==> src/rtl/mac_pkg.sv <==
// Shared types and widths for the multiply-accumulate frame block.
package mac_pkg;

    localparam int OP_W   = 8;
    localparam int PROD_W = 16;

    typedef enum logic {
        ACC  = 1'b0,
        HOLD = 1'b1
    } state_t;

endpackage

==> src/rtl/fpmult.sv <==
// 8x8 unsigned fixed-point multiplier, purely combinational, full 16-bit product.
module fpmult
    import mac_pkg::*;
(
    input  logic [OP_W-1:0]   a,
    input  logic [OP_W-1:0]   b,
    output logic [PROD_W-1:0] prod
);

    assign prod = PROD_W'(a) * PROD_W'(b);

endmodule

==> src/rtl/mac_accumulator.sv <==
// Frame multiply-accumulate: one product register stage, one accumulate stage,
// and a result hold register drained over an output valid/ready handshake.
module mac_accumulator
    import mac_pkg::*;
#(
    parameter int ACC_W = 20,
    parameter int CNT_W = 8,
    parameter bit SAT   = 1'b1
) (
    input  logic             clk,
    input  logic             rst_n,
    input  logic             clr,
    input  logic             in_valid,
    output logic             in_ready,
    input  logic [OP_W-1:0]  in_a,
    input  logic [OP_W-1:0]  in_b,
    input  logic             in_last,
    output logic             out_valid,
    input  logic             out_ready,
    output logic [ACC_W-1:0] out_sum,
    output logic [CNT_W-1:0] out_count,
    output logic             out_ovf
);

    // Both handshakes: a transfer happens on a rising edge where valid & ready.
    state_t              state, state_next;
    logic                run_q;
    logic [PROD_W-1:0]   mult_prod, p_prod;
    logic                p_last, p_vld;
    logic [ACC_W-1:0]    acc, acc_upd;
    logic [CNT_W-1:0]    cnt, cnt_upd;
    logic                ovf, ovf_upd;
    logic [ACC_W:0]      sum_w;
    logic                accept, close;

    fpmult u_fpmult (
        .a    (in_a),
        .b    (in_b),
        .prod (mult_prod)
    );

    // run_q keeps in_ready low during reset and releases it one edge later.
    assign in_ready  = run_q & (state == ACC) & ~(p_vld & p_last) & ~clr;
    assign accept    = in_valid & in_ready;
    assign close     = p_vld & p_last & ~clr;
    assign out_valid = (state == HOLD);

    always_comb begin
        sum_w   = {1'b0, acc} + (ACC_W+1)'(p_prod);
        acc_upd = sum_w[ACC_W-1:0];
        if (SAT && sum_w[ACC_W]) begin
            acc_upd = '1;
        end
        ovf_upd = ovf | sum_w[ACC_W];
        cnt_upd = (&cnt) ? cnt : cnt + CNT_W'(1);
    end

    always_comb begin
        state_next = state;
        case (state)
            ACC:     if (close)     state_next = HOLD;
            HOLD:    if (out_ready) state_next = ACC;
            default:                state_next = ACC;
        endcase
    end

    always_ff @(posedge clk or negedge rst_n) begin
        if (!rst_n) begin
            state     <= ACC;
            run_q     <= 1'b0;
            p_prod    <= '0;
            p_last    <= 1'b0;
            p_vld     <= 1'b0;
            acc       <= '0;
            cnt       <= '0;
            ovf       <= 1'b0;
            out_sum   <= '0;
            out_count <= '0;
            out_ovf   <= 1'b0;
        end else begin
            state <= state_next;
            run_q <= 1'b1;
            p_vld <= accept;
            if (accept) begin
                p_prod <= mult_prod;
                p_last <= in_last;
            end
            // clr wins over accumulation, which also discards a last beat sitting in P.
            if (clr) begin
                acc <= '0;
                cnt <= '0;
                ovf <= 1'b0;
            end else if (p_vld) begin
                if (p_last) begin
                    out_sum   <= acc_upd;
                    out_count <= cnt_upd;
                    out_ovf   <= ovf_upd;
                    acc       <= '0;
                    cnt       <= '0;
                    ovf       <= 1'b0;
                end else begin
                    acc <= acc_upd;
                    cnt <= cnt_upd;
                    ovf <= ovf_upd;
                end
            end
        end
    end

endmodule
==> config.mk <==
export PLATFORM = sky130hd
export DESIGN_NAME = mac_accumulator
export DESIGN_NICKNAME = d
export VERILOG_FILES = /design/src/rtl/mac_pkg.sv /design/src/rtl/fpmult.sv /design/src/rtl/mac_accumulator.sv
export SDC_FILE = /design/constraint.sdc
export NUM_CORES = 1
export LEC_CHECK = 0
export CORE_MARGIN = 8
export CORE_UTILIZATION = 50
export DETAILED_ROUTE_END_ITERATION = 10
export DONT_BUFFER_PORTS = 1
export HOLD_SLACK_MARGIN = 0.1
export MAX_ROUTING_LAYER = met4
export PLACE_DENSITY_LB_ADDON = 0.2
export SLEW_MARGIN = 20
export SYNTH_ARGS = -nofsm -noshare
export SYNTH_HDL_FRONTEND = slang
export SYNTH_HIERARCHICAL = 1
export SYNTH_SLANG_ARGS = --single-unit
==> constraint.sdc <==
create_clock -name clk -period 8.1 [get_ports clk]
set_clock_uncertainty 0.15 [all_clocks]
set_input_delay 1.215 -clock clk [delete_from_list [all_inputs] [get_ports clk]]
set_output_delay 1.215 -clock clk [all_outputs]
set_load 0.01 [all_outputs]
==> summary.md, run 1 <==
| Metric | Value |
|---|---|
| Final cell count without fillers | `roughly 840` |
| Slowest-stage cell, CP | `fa_1` |
| Adder-cell share of the synthesized area | `0.2261` |
| Die area | `approximately 0.016 mm²` |
| Clock Path Buffers | `2` |
| Share of layout cells above drive strength 1 | `0.07154` |
| Area of the multi-input gates | `0.003949 mm²` |
| Final setup viols | `0` |
| Largest net degree at the start of global routing | `between 70 and 80` |
| Syn_nets | `just under 800` |
| Min cycle time layout | `4.960 ns` |
| Clock Root Buffer | `clkbuf_16` |
| Final period utilization | `0.6124` |
| # diodes | `0` |
| Status | `finished, final reports clean` |
| Tightest Hold Check Type | `reg2reg` |
| Drt wl/cell | `between 15 and 20 µm` |
| Pwr dens | `~260 mW/mm²` |
| I/O pins | `53` |
| Port-buffer cells | `0` |
| Initial antenna violation count | `0` |
| Fin nets | `~800` |
| Data required, critical path | `around 8.2 ns` |
| Drt first pass iters | `4` |
| Async set-reset flop share out of synthesis | `1.000` |
| Critical path data arrival time | `just over 5 ns` |
| Final Max Slew Viols | `0` |
| CP max FO | `8` |
| Ys flop type | `dfrtp_1` |
| # clock sinks | `a little under 80` |
| Global route overflow | `0` |
| Fillers | `about 1100` |
| Synth Area in Compound Gates | `0.1439` |
| Mux contribution to synthesized area | `0.03930` |
| Die width | `between 100 and 150 µm` |
| CTS HTree Levels | `3` |
| Total CTS buffers | `9` |
| CP Class | `in2reg` |
| Vias in the first global route | `~4700` |
| Fin Hold WS | `approximately 0.34 ns` |
| Simple-gate share of the synthesized area | `0.1866` |
| Initial core utilization | `0.5147` |
| Total GRT Usage | `0.1694` |
| Fmax | `0.2016 GHz` |
| DPL Wire Length | `9.975 mm` |
| Share of the synthesized area in the top cell type | `0.3144` |
| Critical Path, Cell by Cell | `and2_1 > fa_1 > inv_1 > fa_1 > inv_1 > fa_1 > inv_1 > fa_1 > inv_1 > ha_1 > a21o_1 > a21oi_1 > nand2_1 > a31oi_1 > xnor2_1 > mux2_2` |
| Max-slew headroom | `0.4580` |
| Fin. Hold Viols | `0` |
| PnR Total Power | `roughly 0.0017 W` |
| Global-route wire length before repair | `~22 mm` |
| Cells after Synth | `approximately 680` |
| Area Growth Syn to Fin | `7.416%` |
| Synthesis-stage register bit count | `78` |
| Total core area | `around 0.012 mm²` |
| Post_cts resized | `0` |
| Vias per std cell | `between 5 and 6` |
| Number of DRC markers in iteration 0 | `between 200 and 250` |
| TNS Setup | `0 ns` |
| Slew @ Worst Pin | `about 0.8 ns` |
| Leading area contributor after synthesis | `dfrtp_1` |
| Worst skew pair latency | `0.34 ns` |
| Max IR drop VDD | `0.1149 mV` |
| Distinct cells, synth | `62` |
| Critical path's largest stage delay | `about 0.53 ns` |
| Post-synth EDFFs | `0` |
| Startpoint class of the critical path | `input port` |
| Setup Buffers After CTS | `0` |
| Post-route ant nets | `0` |
| Routed WL | `about 13 mm` |
| Main combinational cell family by area after synthesis | `adder cells` |
| Crit. End Element | `flip-flop` |
| RSZ-0062 raised after global routing | `no` |
| Synth Cell Area | `0.006208 mm²` |
| Ranking of synthesized cells by area | `dfrtp_1, fa_1, ha_1` |
| Synth Area in XOR/XNOR | `0.03950` |
| Routability Congestion | `0.8825` |
| P_leak | `3.179 nW` |
| Dpl cells | `between 800 and 900` |
| Max-cap viol count | `0` |
| # DRC | `0` |
| Via count | `4667` |
| Sequential Area | `between 0.0015 and 0.002 mm²` |
| Yosys warns | `6` |
| Row cnt | `40` |
| Syn avg cell area | `approximately 9.2 µm²` |
| Seq/Total Area, Yosys | `0.3144` |
| Die height | `approximately 130 µm` |
| CTS tree | `yes` |
| Hold buffers post-CTS | `0` |
| Clock-pin slew on the worst setup and hold paths | `0.06 ns` |
[path summary, 6_finish.rpt]
path	startpoint	endpoint	slack, ns	cells after the start
min in group asynchronous	rst_n	cnt[0]$_DFFE_PN0P_	0.42	0
worst max-delay path	in_b[4]	p_prod[11]$_DFFE_PN0P_	3.14	16
worst max register to register	p_prod[0]$_DFFE_PN0P_	acc[4]$_DFFE_PN0P_	4.86	9
max in group asynchronous	rst_n	p_prod[2]$_DFFE_PN0P_	7.27	0
worst min-delay path	acc[2]$_DFFE_PN0P_	acc[2]$_DFFE_PN0P_	0.34	2
worst min register to register	acc[2]$_DFFE_PN0P_	acc[2]$_DFFE_PN0P_	0.34	2
[cell families (layout without fill, tap and decap cells)]
| group | after synthesis | after routing |
|---|---|---|
| XOR/XNOR | 28 | 28 |
| other | 1 | 1 |
| multiplexers | 22 | 22 |
| flip-flops | 78 | 78 |
| buffers and inverters | 80 | 74 |
| adder cells (fa/ha/maj) | 90 | 90 |
| AND/OR/NAND/NOR | 237 | 237 |
| AO/OA/AOI/OAI | 141 | 141 |
[state kept, by name (all words and copies together), names as in the netlist]
register / flops
acc: 20
out_sum: 20
out_ovf: 1
out_valid: 1
p_vld: 1
out_count: 8
ovf: 1
p_last: 1
cnt: 8
run_q: 1
p_prod: 16
[worst max-delay path: cells and delay by family]
family	cells	cell delay (ns)
mux	1	0.25
fa+ha+maj	5	2.42
compound gates	3	0.58
xor+xnor	1	0.08
buf+inv	4	0.20
simple gates	2	0.26
[cell usage in the layout (no fill, tap or decap), types with 4 or more instances in the layout]
| cell | instances |
|---|---|
| fa_1 | 37 |
| inv_1 | 54 |
| nor2_1 | 43 |
| nand4_1 | 9 |
| a21o_1 | 6 |
| ha_1 | 53 |
| a31oi_1 | 6 |
| xnor2_1 | 17 |
| o211ai_1 | 5 |
| nor3_1 | 7 |
| o21a_1 | 4 |
| nor2b_1 | 4 |
| and3_1 | 7 |
| mux2_2 | 19 |
| o31ai_1 | 5 |
| and2_1 | 48 |
| o21ai_0 | 41 |
| buf_4 | 4 |
| a21oi_1 | 34 |
| dfrtp_1 | 78 |
| clkbuf_16 | 9 |
| nand2_1 | 89 |
| o21ai_1 | 9 |
| nand3_1 | 11 |
| xor2_1 | 11 |
[layer usage]
metal	vias up	wire length [µm]	track usage
li1	2296	-	-
met1	2286	5877	0.2014
met2	73	6374	0.2825
met3	12	497	0.02829
met4	0	192	0.06718
met5	-	0	-
[layout make-up]
| class | instances | share of cell area |
|---|---|---|
| clock buffers | 11 | 0.03640 |
| clock inverters | 5 | 0.01238 |
| inverters | 54 | 0.03039 |
| multi-input cells | 519 | 0.5921 |
| flip-flops and latches | 78 | 0.2927 |
| well taps | 168 | 0.03152 |
| repair buffers | 4 | 0.004503 |
[cells in the mapped netlist, types with 2 or more instances]
cell type,instances
a31oi_1,6
a21o_1,6
and2_1,48
nor2_1,43
nand2b_1,2
nor3_1,7
o21ai_1,9
nor4_1,3
ha_1,53
buf_1,2
nand3_1,11
a211oi_1,3
nand2_1,89
o2bb2ai_1,2
o21ai_0,41
dfrtp_1,78
o22a_1,2
mux2i_1,3
a22oi_1,2
buf_2,6
mux2_2,19
clkbuf_1,18
a211o_1,3
inv_1,54
o31ai_1,5
o22ai_1,3
a21oi_1,34
nand4_1,9
nor2b_1,4
o211ai_1,5
o221ai_1,2
nor3b_1,3
xor2_1,11
and3_1,7
nand3b_1,2
fa_1,37
o21a_1,4
xnor2_1,17
[where the power goes]
part	total (W)	internal [W]	switching [W]
logic	0.000733	0.000325	0.000408
registers	0.000555	0.000473	0.0000818
clock network	0.000434	0.000278	0.000156
[stage by stage]
step,instance area [µm²],utilization,setup WS [ns]
2_1_floorplan,6208,-,2.954
3_3_place_gp,6344,0.5259,2.844
3_5_place_dp,6344,0.5259,2.775
4_1_cts,6669,0.5529,3.129
5_1_grt,6669,0.5529,2.974
6_report,6669,0.5529,3.140
(Power assumes the default switching activity.)
==> inputs of run 2 (changes only) <==
==> constraint.sdc (replaced) <==
create_clock -name clk -period 5.1 [get_ports clk]
set_clock_uncertainty 0.15 [all_clocks]
set_input_delay 0.765 -clock clk [delete_from_list [all_inputs] [get_ports clk]]
set_output_delay 0.765 -clock clk [all_outputs]
set_load 0.01 [all_outputs]
==> run 2 against run 1 <==
Setup slack lost 2.5 ns. Final cell count grew 0.12%. Combinational power grew 61%. Sequential share of layout area shrank 0.12 points. Critical path depth is the same. First-iteration DRC count grew 10%. Power grew 60%. Non-clock buffer count grew 1. Flip-flop and latch count is the same. Core utilization grew 0.23 points. Critical path type unchanged. Largest power group unchanged.
==> summary.md, run 2 (synthesis results as in run 1) <==
| Metric | Value |
|---|---|
| Status | `finished, final reports clean` |
| Vias per std cell | `5.604 (+0.74%)` |
| # diodes | `0 (unchanged)` |
| Global route overflow | `0 (unchanged)` |
| Final setup viols | `0 (unchanged)` |
| Max-cap viol count | `0 (unchanged)` |
| Area of the multi-input gates | `0.003949 mm² (unchanged)` |
| Setup Buffers After CTS | `0 (unchanged)` |
| Area Growth Syn to Fin | `7.860%` |
| Critical path data arrival time | `4.58 ns (-0.45 ns)` |
| Cell Area, Placed | `0.006344 mm² (unchanged)` |
| Crit. End Element | `flip-flop` |
| Worst path bufs/invs | `4 (unchanged)` |
| Worst skew pair latency | `0.34 ns (about the same)` |
| Critical Path, Cell by Cell | `and2_1 > fa_1 > inv_1 > fa_1 > inv_1 > fa_1 > inv_1 > fa_1 > inv_1 > ha_1 > a21o_1 > a21oi_1 > nand2_1 > a31oi_1 > xnor2_1 > mux2_2` |
| Tightest Hold Check Type | `in2async` |
| Delay-heaviest family, CP | `adder cells` |
| Die height | `127.4 µm (unchanged)` |
| Drt wl/cell | `15.43 µm (about the same)` |
| Row cnt | `40 (unchanged)` |
| Port-buffer cells | `0 (unchanged)` |
| Clock Path Buffers | `2 (unchanged)` |
| Pwr dens | `410.6 mW/mm² (+59%)` |
| Fmax | `~0.22 GHz` |
| Commonest non-fill, non-tap cell in the layout | `nand2_1` |
| Routed WL | `12.96 mm (+0.18%)` |
| Fin nets | `779 (+0.13%)` |
| Fillers | `1097 (-0.45%)` |
| Clock-pin slew on the worst setup and hold paths | `0.05 ns (about the same)` |
| Vias in the first global route | `4743 (unchanged)` |
| Initial antenna violation count | `0 (unchanged)` |
| Data required, critical path | `5.17 ns (-3.00 ns)` |
| RSZ-0062 raised after global routing | `no` |
| Via count | `4707 (+0.86%)` |
| Post_cts resized | `0 (unchanged)` |
| CP Class | `in2reg` |
| Startpoint class of the critical path | `input port` |
| Share of layout cells above drive strength 1 | `0.07292 (+0.001382)` |
| Number of DRC markers in iteration 0 | `265 (+10%)` |
| Total core area | `0.01206 mm² (unchanged)` |
| Die area | `0.01624 mm² (unchanged)` |
| Clock Root Buffer | `clkbuf_16` |
| Critical path's largest stage delay | `0.53 ns (about the same)` |
| Drt first pass iters | `4 (unchanged)` |
| Largest net degree at the start of global routing | `79 (unchanged)` |
| CTS tree | `yes` |
| I/O pins | `53 (unchanged)` |
| # clock sinks | `78 (unchanged)` |
| Sequential Area | `0.001952 mm² (unchanged)` |
| TNS Setup | `0 ns (unchanged)` |
| Min cycle time layout | `between 4 and 5 ns` |
| Routability Congestion | `0.8825 (unchanged)` |
| CTS HTree Levels | `3 (unchanged)` |
| CP max FO | `8 (unchanged)` |
| Largest registers | `acc (20), out_sum (20), p_prod (16)` |
| Final instance area | `0.006696 mm² (+0.41%)` |
| # DRC | `0 (unchanged)` |
| Die width | `127.4 µm (unchanged)` |
| Total GRT Usage | `0.1699 (+0.0004426)` |
| Slew @ Worst Pin | `0.8037 ns (-0.007274 ns)` |
| DPL Wire Length | `9.975 mm (unchanged)` |
| Fin Hold WS | `0.1814 ns (-0.1626 ns)` |
| Initial core utilization | `0.5147 (unchanged)` |
| Total CTS buffers | `9 (unchanged)` |
| Global-route wire length before repair | `22.22 mm (+0.18%)` |
| Post-route ant nets | `0 (unchanged)` |
| Final period utilization | `0.8841` |
| Max-slew headroom | `0.4629 (+0.004861)` |
| Commonest cells after routing, fill and taps aside | `nand2_1, dfrtp_1, inv_1` |
| Max IR drop VDD | `0.1845 mV (+61%)` |
| Slowest-stage cell, CP | `fa_1` |
| Fin. Hold Viols | `0 (unchanged)` |
| Final Max Slew Viols | `0 (unchanged)` |
| P_leak | `3.192 nW (+0.40%)` |
-- run 2: cell count changes in the layout (fill, tap and decap cells not counted), sizes merged --
cell / change
buf: +1
-- run 2: area by class of cell --
cell class,instances,area share
multi-input combinational,519,0.5897
sequential,78,0.2915
clock buffer,11,0.03625
tap,168,0.03139
inverter,54,0.03027
clock inverter,5,0.01233
timing repair buffer,5,0.008595
-- run 2: what timing repair did --
item                                    in CTS  in global routing
endpoints found under the setup margin       0                  0
hold buffers                                 1                  0
hold endpoints to repair                    78                  0
-- run 2: metrics by stage --
step,util,instances,total power (W),setup WS (ns)
global placement,0.5259,823,0.002024,0.2944
CTS,0.5552,840,0.002777,0.5786
global route,0.5552,840,0.002985,0.4237
floorplan,-,677,0.001822,0.4044
detailed placement,0.5259,823,0.002057,0.2253
finish,0.5552,840,0.002750,0.5911
-- run 2: power breakdown --
| part | internal, W | switching, W | leakage, nW |
|---|---|---|---|
| Sequential | 0.000752 | 0.000130 | 1.03 |
| Combinational | 0.000518 | 0.000660 | 2.01 |
| Clock | 0.000442 | 0.000248 | 0.148 |
-- run 2: worst paths after layout --
kind | endpoint | slack (ns) | from | depth (start not counted)
max | p_prod[11]$_DFFE_PN0P_ | 0.59 | in_b[4] | 16
min reg2reg | acc[9]$_DFFE_PN0P_ | 0.34 | acc[9]$_DFFE_PN0P_ | 2
min in group clk | acc[9]$_DFFE_PN0P_ | 0.34 | acc[9]$_DFFE_PN0P_ | 2
max in group asynchronous | p_prod[2]$_DFFE_PN0P_ | 4.33 | rst_n | 1
min | out_sum[15]$_DFFE_PN0P_ | 0.18 | rst_n | 1
max reg2reg | acc[4]$_DFFE_PN0P_ | 1.87 | p_prod[0]$_DFFE_PN0P_ | 9
-- run 2: metal layers --
metal	wire length (µm)	GRT usage	part of all wire
met1	5853	0.2026	0.45
met2	6347	0.2825	0.49
met3	525	0.02829	0.040
met4	237	0.06718	0.018
met5	0	-	0
==> inputs of run 3 (changes only) <==
--- a/config.mk
+++ b/config.mk
@@ -5,7 +5,7 @@
 export SDC_FILE = /design/constraint.sdc
 export NUM_CORES = 1
 export LEC_CHECK = 0
-export CORE_MARGIN = 8
+export CORE_MARGIN = 5
 export CORE_UTILIZATION = 50
 export DETAILED_ROUTE_END_ITERATION = 10
 export DONT_BUFFER_PORTS = 1
@@ -15,5 +15,4 @@
 export SLEW_MARGIN = 20
 export SYNTH_ARGS = -nofsm -noshare
 export SYNTH_HDL_FRONTEND = slang
-export SYNTH_HIERARCHICAL = 1
 export SYNTH_SLANG_ARGS = --single-unit
==> run 3 against run 2 <==
Die area fell by 12%. First-iteration DRC count rose by 7.2%. Core utilization fell by 1.5 points. Flip-flop and latch count did not move. Critical path depth fell by 1. Critical endpoint is now p_prod[15]$_DFFE_PN0P_. Largest cell class unchanged.
==> summary.md, run 3 <==
| Metric | Value |
|---|---|
| Fin nets | `775 (-0.51%)` |
| I/O pins | `53 (unchanged)` |
| Tightest Hold Check Type | `in2async` |
| Number of DRC markers in iteration 0 | `284 (+7.2%)` |
| Dpl cells | `798 (-3.0%)` |
| Initial core utilization | `0.5066 (-0.008113)` |
| Fillers | `1079 (-1.6%)` |
| Commonest non-fill, non-tap cell in the layout | `nand2_1` |
| Ranking of synthesized cells by area | `dfrtp_1, fa_1, ha_1` |
| Share of the synthesized area in the top cell type | `0.3235 (+0.009061)` |
| DP Worst Slack | `0.1568 ns (-0.06857 ns)` |
| Total CTS buffers | `9 (unchanged)` |
| P_leak | `3.124 nW (-2.1%)` |
| Initial antenna violation count | `0 (unchanged)` |
| Global route overflow | `0 (unchanged)` |
| Port-buffer cells | `0 (unchanged)` |
| Vias per std cell | `5.616 (+0.22%)` |
| Distinct cells, synth | `56 (-9.7%)` |
| Post_cts resized | `0 (unchanged)` |
| # clock sinks | `78 (unchanged)` |
| Die width | `119.9 µm (-5.9%)` |
| Fin worst setup slack | `0.5020 ns (-0.08919 ns)` |
| # DRC | `0 (unchanged)` |
| Cells after Synth | `668 (-1.3%)` |
| PnR Total Power | `0.002431 W (-12%)` |
| Ys flop type | `dfrtp_1` |
| Final setup viols | `0 (unchanged)` |
| Via count | `4560 (-3.1%)` |
| RSZ-0062 raised after global routing | `no` |
| Min cycle time layout | `4.598 ns (+0.08919 ns)` |
| Vias in the first global route | `4709 (-0.72%)` |
| CP Class | `in2reg` |
| Most common library cells after synthesis | `nand2_1, dfrtp_1, inv_1` |
| Seq/Total Area, Yosys | `0.3235 (+0.009061)` |
| Max IR drop VDD | `0.1563 mV (-15%)` |
| Total core area | `0.01191 mm² (-1.2%)` |
| Async set-reset flop share out of synthesis | `1.000 (unchanged)` |
| Startpoint class of the critical path | `input port` |
| Clock Path Buffers | `2 (unchanged)` |
| Slew @ Worst Pin | `1.046 ns (+0.2420 ns)` |
| Commonest cells after routing, fill and taps aside | `nand2_1, dfrtp_1, inv_1` |
| Largest net degree at the start of global routing | `79 (unchanged)` |
| Routed WL | `12.65 mm (-2.4%)` |
| Most frequent cell after synthesis | `nand2_1` |
| Share of layout cells above drive strength 1 | `0.04361 (-0.02931)` |
| Status | `finished, final reports clean` |
| Clock Root Buffer | `clkbuf_16` |
| Largest registers | `acc (20), out_sum (20), p_prod (16)` |
| Fin Hold WS | `0.1871 ns (+0.005738 ns)` |
| DPL Wire Length | `9.747 mm (-2.3%)` |
| Crit. End Element | `flip-flop` |
| Syn_nets | `780 (-1.1%)` |
| TNS Setup | `0 ns (unchanged)` |
| Post-route ant nets | `0 (unchanged)` |
| Post-synth EDFFs | `0 (unchanged)` |
| Data required, critical path | `5.12 ns (-0.05 ns)` |
| CTS HTree Levels | `3 (unchanged)` |
| Max-slew headroom | `0.3021 (-0.1608)` |
| Routability Congestion | `0.8344 (-5.5%)` |
| Max-cap viol count | `0 (unchanged)` |
| Syn avg cell area | `9.034 µm² (-1.5%)` |
| Worst skew pair latency | `0.33 ns (about the same)` |
| Fin. Hold Viols | `0 (unchanged)` |
| Synthesis-stage register bit count | `78 (unchanged)` |
| Final cell count without fillers | `812 (-3.3%)` |
| Row cnt | `40 (unchanged)` |
| # diodes | `0 (unchanged)` |
| Sequential Area | `0.001952 mm² (unchanged)` |
| Drt first pass iters | `5 (+1)` |
| Final Max Slew Viols | `0 (unchanged)` |
| Die height | `119.9 µm (-5.9%)` |
| Yosys warns | `0 (-6)` |
| Die area | `0.01437 mm² (-12%)` |
| Global-route wire length before repair | `22.05 mm (-0.77%)` |
| Critical path data arrival time | `4.61 ns (+0.03 ns)` |
| Fmax | `0.2175 GHz (-1.9%)` |
| CTS tree | `yes` |
| Pwr dens | `377.6 mW/mm² (-8.0%)` |
| CP max FO | `8 (unchanged)` |
| Setup Buffers After CTS | `0 (unchanged)` |
| Final period utilization | `0.9016 (+0.01749)` |
| Area Growth Syn to Fin | `6.676%` |
| Clock-pin slew on the worst setup and hold paths | `0.05 ns (about the same)` |
| Synth Cell Area | `0.006035 mm² (-2.8%)` |
| Leading area contributor after synthesis | `dfrtp_1` |
| Total GRT Usage | `0.1911 (+0.02123)` |
| Area of the multi-input gates | `0.003777 mm² (-4.3%)` |
| Drt wl/cell | `15.58 µm (+0.92%)` |
-- run 3: cells by family (layout without fill, tap and decap cells) --
group / after synthesis / in the layout / synth area share
AND/OR/NAND/NOR: 225 / 225 / 0.1744
AO/OA/AOI/OAI: 166 / 166 / 0.1750
adder cells (fa/ha/maj): 90 / 90 / 0.2326
buffers and inverters: 79 / 76 / 0.05100
flip-flops: 78 / 78 / 0.3234
XOR/XNOR: 25 / 25 / 0.03628
multiplexers: 4 / 4 / 0.006635
other: 1 / 1 / 0.0006214
-- run 3: final cells by class --
| type | count | share of cell area |
|---|---|---|
| sequential | 78 | 0.3032 |
| inverter | 62 | 0.03615 |
| clock buffer | 12 | 0.03984 |
| clock inverter | 1 | 0.001166 |
| tap | 147 | 0.02857 |
| multi-input combinational | 511 | 0.5868 |
| timing repair buffer | 1 | 0.004276 |
-- run 3: final timing paths --
path	to	from	slack [ns]	cells after the start
max	p_prod[15]$_DFFE_PN0P_	in_b[7]	0.50	15
min	out_sum[19]$_DFFE_PN0P_	rst_n	0.19	1
max reg2reg	acc[9]$_DFFE_PN0P_	p_prod[0]$_DFFE_PN0P_	1.75	10
min reg2reg	p_prod[7]$_DFFE_PN0P_	p_prod[7]$_DFFE_PN0P_	0.33	1
max in group asynchronous	p_prod[7]$_DFFE_PN0P_	rst_n	4.33	1
min in group clk	p_prod[7]$_DFFE_PN0P_	p_prod[7]$_DFFE_PN0P_	0.33	1
-- run 3: through the flow --
| stage | util | instance area, µm² |
|---|---|---|
| after floorplan | - | 6035 |
| after detailed placement | 0.5160 | 6146 |
| after global routing | 0.5404 | 6437 |
| after global placement | 0.5160 | 6146 |
| final | 0.5404 | 6437 |
| after CTS | 0.5404 | 6437 |
-- run 3: critical path, cell delays in order --
cell and delay, ns:
nand2_1 0.07, fa_1 0.53, fa_1 0.55, inv_1 0.05, fa_1 0.52, inv_1 0.05
fa_1 0.53, inv_1 0.04, ha_1 0.23, or3_1 0.38, o221a_2 0.25, o211ai_1 0.26
o21ai_0 0.17, xnor2_1 0.15, o21ai_0 0.08
-- run 3: repair_timing --
item | CTS | global route
hold buffers | 1 | 0
endpoints found under the hold margin | 78 | 0
setup endpoints to repair | 0 | 0
-- run 3: metal layers --
layer,up-vias,wire (µm),GRT usage
met5,-,0,-
met4,0,115,0.04510
li1,2242,-,-
met1,2215,5792,0.2384
met2,92,6218,0.3238
met3,11,521,0.03723
-- run 3: where the power goes --
| part | total (W) | internal [W] | switching [W] |
|---|---|---|---|
| sequential | 0.000901 | 0.000762 | 0.000139 |
| combinational | 0.000952 | 0.000411 | 0.000541 |
| clock | 0.000578 | 0.000348 | 0.000230 |
